<file path="config.mk">
export PLATFORM = sky130hd
export DESIGN_NAME = multicycle_control
export DESIGN_NICKNAME = d
export VERILOG_FILES = /design/src/rtl/multicycle_control.sv
export SDC_FILE = /design/constraint.sdc
export NUM_CORES = 1
export LEC_CHECK = 0
export ABC_CLOCK_PERIOD_IN_PS = 3000
export BUFFER_PORTS_ARGS = -buffer_cell sky130_fd_sc_hd__buf_2
export CORE_MARGIN = 2
export CORE_UTILIZATION = 50
export DETAILED_ROUTE_END_ITERATION = 10
export HOLD_SLACK_MARGIN = 0.06
export PLACE_DENSITY = 0.82
export SETUP_SLACK_MARGIN = 0.3
export SLEW_MARGIN = 10
export SYNTH_ARGS = -nofsm -noshare
export SYNTH_HDL_FRONTEND = slang
export SYNTH_SLANG_ARGS = --single-unit
</file>
<file path="constraint.sdc">
create_clock -name clk -period 3 [get_ports clk]
set_input_delay 0.6 -clock clk [delete_from_list [all_inputs] [get_ports clk]]
set_output_delay 0.6 -clock clk [all_outputs]
set_load 0.02 [all_outputs]
</file>
<file path="src/rtl/multicycle_control.sv">
// Multicycle MIPS-style control unit: Moore FSM that sequences
// fetch/decode/execute for R-type, lw, sw, beq and j, and counts retired
// instructions.
//
// Ports:
//   clk                      rising-edge clock
//   rst_n                    async active-low reset
//   op[5:0]                  opcode from the instruction register
//   pcwrite .. regdst        1-bit datapath strobes and selects
//   alusrcb[1:0]             ALU B-operand select
//   pcsource[1:0]            next-PC select
//   aluop1, aluop0           ALU control decoder selector
//   state[3:0]               current state code
//   illegal                  unknown opcode seen in DECODE
//   icount[15:0]             retired-instruction count (wraps)
module multicycle_control (
    input  logic        clk,
    input  logic        rst_n,
    input  logic [5:0]  op,
    output logic        pcwrite,
    output logic        pcwritecond,
    output logic        iord,
    output logic        memread,
    output logic        memwrite,
    output logic        memtoreg,
    output logic        irwrite,
    output logic        alusrca,
    output logic        regwrite,
    output logic        regdst,
    output logic [1:0]  alusrcb,
    output logic [1:0]  pcsource,
    output logic        aluop1,
    output logic        aluop0,
    output logic [3:0]  state,
    output logic        illegal,
    output logic [15:0] icount
);

    localparam int unsigned CNT_W = 16;

    localparam logic [5:0] OP_R   = 6'b000000;
    localparam logic [5:0] OP_LW  = 6'b100011;
    localparam logic [5:0] OP_SW  = 6'b101011;
    localparam logic [5:0] OP_BEQ = 6'b000100;
    localparam logic [5:0] OP_J   = 6'b000010;

    typedef enum logic [3:0] {
        S_FETCH  = 4'd0,
        S_DECODE = 4'd1,
        S_MEMADR = 4'd2,
        S_MEMRD  = 4'd3,
        S_MEMWB  = 4'd4,
        S_MEMWR  = 4'd5,
        S_EXEC   = 4'd6,
        S_RWB    = 4'd7,
        S_BEQ    = 4'd8,
        S_JUMP   = 4'd9
    } state_e;

    state_e             state_q, state_d;
    logic [CNT_W-1:0]   icount_q, icount_d;
    // Low from reset until the first edge after release; holds FETCH with
    // strobes off so the first cycle after that edge is a full FETCH.
    logic               run_q;
    logic               op_known;

    assign op_known = (op == OP_R) || (op == OP_LW) || (op == OP_SW) ||
                      (op == OP_BEQ) || (op == OP_J);

    // State, counter and run-enable registers
    always_ff @(posedge clk or negedge rst_n) begin
        if (!rst_n) begin
            state_q  <= S_FETCH;
            icount_q <= '0;
            run_q    <= 1'b0;
        end else begin
            state_q  <= state_d;
            icount_q <= icount_d;
            run_q    <= 1'b1;
        end
    end

    // Next-state and retire counting
    always_comb begin
        state_d  = state_q;
        icount_d = icount_q;
        if (!run_q) begin
            state_d = S_FETCH;
        end else begin
            unique case (state_q)
                S_FETCH:  state_d = S_DECODE;
                S_DECODE: begin
                    if (op == OP_LW || op == OP_SW) state_d = S_MEMADR;
                    else if (op == OP_R)            state_d = S_EXEC;
                    else if (op == OP_BEQ)          state_d = S_BEQ;
                    else if (op == OP_J)            state_d = S_JUMP;
                    else                            state_d = S_FETCH;
                end
                // Anything but lw here falls to the store path (no reg write).
                S_MEMADR: state_d = (op == OP_LW) ? S_MEMRD : S_MEMWR;
                S_MEMRD:  state_d = S_MEMWB;
                S_EXEC:   state_d = S_RWB;
                S_MEMWB, S_MEMWR, S_RWB, S_BEQ, S_JUMP: begin
                    state_d  = S_FETCH;
                    icount_d = icount_q + CNT_W'(1);
                end
                default:  state_d = S_FETCH;
            endcase
        end
    end

    // Moore output decode
    always_comb begin
        pcwrite     = 1'b0;
        pcwritecond = 1'b0;
        iord        = 1'b0;
        memread     = 1'b0;
        memwrite    = 1'b0;
        memtoreg    = 1'b0;
        irwrite     = 1'b0;
        alusrca     = 1'b0;
        regwrite    = 1'b0;
        regdst      = 1'b0;
        alusrcb     = 2'b00;
        pcsource    = 2'b00;
        aluop1      = 1'b0;
        aluop0      = 1'b0;
        illegal     = 1'b0;
        unique case (state_q)
            S_FETCH: begin
                memread = 1'b1;
                irwrite = 1'b1;
                pcwrite = 1'b1;
                alusrcb = 2'b01;
            end
            S_DECODE: begin
                alusrcb = 2'b11;
                illegal = !op_known;
            end
            S_MEMADR: begin
                alusrca = 1'b1;
                alusrcb = 2'b10;
            end
            S_MEMRD: begin
                memread = 1'b1;
                iord    = 1'b1;
            end
            S_MEMWB: begin
                regwrite = 1'b1;
                memtoreg = 1'b1;
            end
            S_MEMWR: begin
                memwrite = 1'b1;
                iord     = 1'b1;
            end
            S_EXEC: begin
                alusrca = 1'b1;
                aluop1  = 1'b1;
            end
            S_RWB: begin
                regwrite = 1'b1;
                regdst   = 1'b1;
            end
            S_BEQ: begin
                alusrca     = 1'b1;
                aluop0      = 1'b1;
                pcwritecond = 1'b1;
                pcsource    = 2'b01;
            end
            S_JUMP: begin
                pcwrite  = 1'b1;
                pcsource = 2'b10;
            end
            default: ;
        endcase
        // Strobes stay off in reset and until the first post-reset edge.
        if (!run_q) begin
            pcwrite     = 1'b0;
            pcwritecond = 1'b0;
            memread     = 1'b0;
            memwrite    = 1'b0;
            irwrite     = 1'b0;
            regwrite    = 1'b0;
            illegal     = 1'b0;
        end
    end

    assign state  = state_q;
    assign icount = icount_q;

endmodule

</file>
* Word-level counts from Yosys, hierarchy flattened
Index checks and enable logic that the tools add are counted.
** Word-level totals
- Register bits :: 21
- Input port bits :: 8
- Output and inout port bits :: 37
- Word-level logic and storage cells :: 60
** Cells by class
- Add/sub/neg operators :: 1
- Equal/unequal tests :: 13
- Multiplexer cells :: 28
- Reductions and logical operators :: 15
** Operator list (number)
- 4-bit 2-to-1 mux :: 5
- 4-bit one-hot mux with 5 select lines :: 1
- 1-bit 2-to-1 mux :: 19
- 16-bit by 1-bit adder with 16-bit output, second input constant :: 1
- 4-bit by 3-bit == test with 1-bit output, second input constant :: 4
- 6-bit == test, second input constant :: 2
- 4-bit by 2-bit == test with 1-bit output, second input constant :: 2
- 4-bit == test, second input constant :: 2
- 2-bit OR reduction :: 4
- 6-bit by 2-bit == test with 1-bit output, second input constant :: 1
- 6-bit by 3-bit == test with 1-bit output, second input constant :: 1
- 6-bit logical NOT :: 1
- 2-bit one-hot mux with 3 select lines :: 1
- 1-bit logical OR :: 5
- 5-bit OR reduction :: 1
- 4-bit by 1-bit == test with 1-bit output, second input constant :: 1
- 4-bit logical NOT :: 1
- 2-bit one-hot mux with 2 select lines :: 1
- 3-bit 2-to-1 mux :: 1
- 3-bit OR reduction :: 1
- 2-bit AND reduction :: 1
- 1-bit logical NOT :: 1

* Depth between registers and ports, before layout
- Word-level depth :: 8
- Depth in mapped cells :: 5
- Gate-level depth less buffers :: 5

* Worst setup path before layout
No wires, ideal clock.
- Kind :: input -> output
- Start :: input op[5]
- End :: output illegal
- Arrival :: 2.036 ns
- Required time :: 2.400 ns
- Slack :: 0.364 ns
- Stages on the path :: 3
- Path buffers :: 0
- Cells stage by stage :: nor2b_1 -> and3_1 -> a2111oi_0
** Between the ends
- Longest elaborated chain between the ends :: 8
- Elaborated cells between the ends (all ways) :: 12
- Those cells by class :: eq/ne (4); mux (2); reduce/logical (6)
** Ends and longest elaborated chain
- start, declared :: RTL line 19 : input logic [5:0] op,
- 6-bit == test or 6-bit logical NOT (tied branches) :: RTL line 67 : assign op_known = (op == OP_R) || (op == OP_LW) || (op == OP_SW) ||
- 1-bit logical OR (3 in a row) :: RTL line 67
- 1-bit logical OR (*) :: RTL line 68 : (op == OP_BEQ) || (op == OP_J);
- 1-bit logical NOT (*) :: RTL line 138 : illegal = !op_known;
- 1-bit 2-to-1 mux (*) :: RTL line 129 : unique case (state_q)
- 1-bit 2-to-1 mux (*) :: RTL line 177 : if (!run_q) begin
- end, declared :: RTL line 35 : output logic illegal,
Every way passes the cells marked *; elsewhere a longest branch is shown, timed or not.

* Final worst setup path
- Start :: register state_q[1] (netlist: state[1])
- End :: output illegal
** Between the ends
- Longest elaborated chain between the ends :: 3
** Ends and longest elaborated chain
- start, declared :: RTL line 60 : state_e state_q, state_d;
- start signal, assigned :: RTL line 77 : state_q <= state_d;
- 4-bit by 1-bit == test with 1-bit output :: RTL line 129
- 1-bit 2-to-1 mux :: RTL line 129
- 1-bit 2-to-1 mux :: RTL line 177
Every way passes these cells.

==> results.cfg <==
[sta]
drv_slew = 0
setup_violations = 0
max_slew.worst_pin.slew_ps = 612
fmax_mhz = 416
rsz0062_at_grt = false
setup_ws_ps = 597
finalHoldViolCount = 0
finalCriticalPeriod_ps = 2400
skew_ps = 3.03
fin_setup_tns_ps = 0
min_period_over_period = 0.801
relSlewSlack = 0.588

[floorplanning]
die-area_sq_um = 2910
die_w_um = 54.0
initial_core_util = 0.518
core_area_sq_um = 2410
dieHeight_um = 54.0
pin_count = 45
rows = 18

[synthesis]
netlist-cell-type-count = 38
synth_top_family_by_area = simple AND/OR/NAND/NOR gates
syn_area_sq_um = 1250
ys.flop_type = dfrtp_1
synth_edf_count = 0
synth_top_area_frac = 0.421
yosysTopAreaCell = dfrtp_1
ys_async_sr_fraction = 1.00
synth_xor_area_frac = 0.126
synth_area_leaders = dfrtp_1, xor2_1, xnor2_1
yosys.area_share.simple = 0.323
synth_cells = 132
avgSynthCellArea_sq_um = 9.46
synth_fp_nets = 141
muxShareOfSynthArea = 0.00902
synth_seq_area_share = 0.421
synth_compound_gate_area_share = 0.0691
synth-seq-cells = 21
yosys.area_share.adder = 0.0100
ys_warn_count = 0

[grt]
overflow = 0
use_met2 = 0.394
grt_start_max_net_pins = 22
grtUsageMet1 = 0.242
busiest_layer = met2
grt_usage = 0.209
grt_pass1_wl_mm = 4.49
antenna_found_initial = 0
grt_util_met3 = 0.0194
grt_pass1_vias = 1040

[power]
power_frac_clock = 0.265
pwr-share-seq = 0.596
comb_power_share = 0.139
switching_share = 0.282
p_leak_nw = 0.814
power.density_nw_per_um2 = 340
p_int_mw = 0.368
ir_drop_uv = 197
p_sw_mw = 0.145

[clocking]
cts_tree = yes
cts_setup_buffers = 0
cts_htree_levels = 1
cts_hold_buf = 0
clock_latency_ps = 310
path_clk_slew_ps = 120
numCtsBuffers = 3
cts.sinks = 21
cts_resized = 0
clock_path_buffers = 2
clock-root-buffer = clkbuf_4

[route]
post_drt_via_cell_ratio = 5.64
drc = 0
ant_nets = 0
routed_wl_mm = 2.77
wire_per_inst_um = 13.5
dr.pass1.iters = 4
vias = 1157
drtIter0Drc = 17

[setup_path]
end_kind = output port
worstRegToRegCells = 5
reg2reg_to = icount[13]
reg2reg_from = state[2]
cp_max_fo = 13
rrSetupSlack_ps = 1130
worstSetupPathType = reg -> out
cp-start-kind = register
arrival_ps = 1800
cp.required_ps = 2400

[final_layout]
drive_above_1_share = 0.309
final_area_sq_um = 1510
multi_input_comb_area_sq_um = 674
layout_common_cells = buf_2, dfrtp_1, nand2_1
regArea_sq_um = 526
stdcell_count = 205
areaGrowthSynthToFinish_pct = 20.7
fin_util = 0.626
final_common_cell = buf_2
nNetsFinal = 185
diodes = 0
nFillCells = 224

[flow_run]
cap_violations = 0

[run_status]
status = completed

[placement]
port_buffers = 44
post-place-ws_ps = 720
gp_congestion = 0.829
dp.cells = 201
place_hpwl_mm = 2.12
place_area_sq_um = 1480

[worst_hold_path]
hold_path.class = in -> async
kinds of logic (layout without fill, tap and decap cells):
kind of cell               Yosys count  in the layout
and+or+nand+nor                     69             69
DFF                                 21             21
xor gates and xnor gates            18             18
AOI/OAI and AO/OA                   11             11
buffers and inverters               10             53
adders and majority gates            1              1
other                                1              1
muxes                                1              1
worst max path at each step:
| stage | slack [ps] | end | depth (start not counted) | startpoint |
|---|---|---|---|---|
| global route | 460 | illegal | 3 | state[1] |
| CTS | 590 | illegal | 3 | state[1] |
| finish | 600 | illegal | 3 | state[1] |
| floorplan | 360 | illegal | 3 | op[5] |
| global placement | 790 | illegal | 5 | op[1] |
| detailed placement | 720 | illegal | 4 | op[0] |
area by class of cell:
cell class                 count  area share
timing repair buffer          45       0.151
multi-input combinational    101       0.447
sequential                    21       0.349
inverter                       4     0.00996
clock inverter                 1     0.00332
tap                           30      0.0249
clock buffer                   3      0.0149
critical path, cell delays in order, from the launching register on:
cell and delay (ps):
dfrtp_1 550, nand2b_1 320, a2111oi_0 390, buf_2 230
through the flow:
step,power [mW],hold WS (ps)
global route,0.541,251
finish,0.513,226
global placement,0.380,452
floorplan,0.351,304
detailed placement,0.384,453
CTS,0.517,237
sequential cells by signal (all words and copies together), names as in the netlist:
register and count:
icount 16, run_q 1, state 4
cells in the mapped netlist (2+ instances only):
library cell,count
dfrtp_1,21
inv_1,4
a21oi_1,2
nand4b_1,2
nor2b_1,5
nand2_1,12
xor2_1,10
nor3_1,9
xnor2_1,8
and2_1,2
a221oi_1,2
and3_1,5
nand2b_1,6
nand3_1,3
nand4_1,3
clkbuf_1,3
nor2_1,11
nor4_1,4
metal layers:
layer,part of all wire,vias to the layer above
met5,0,-
met4,0.016,0
met3,0.055,5
met2,0.52,43
met1,0.41,553
li1,-,556
power groups by stage:
stage	combinational (mW)	sequential [mW]	clock, mW
floorplan	0.0351	0.316	0
global placement	0.0694	0.310	0
detailed placement	0.0726	0.311	0
CTS	0.0727	0.306	0.139
global route	0.0802	0.308	0.153
finish	0.0715	0.306	0.136
No activity file was read; power rests on OpenSTA's default activity.
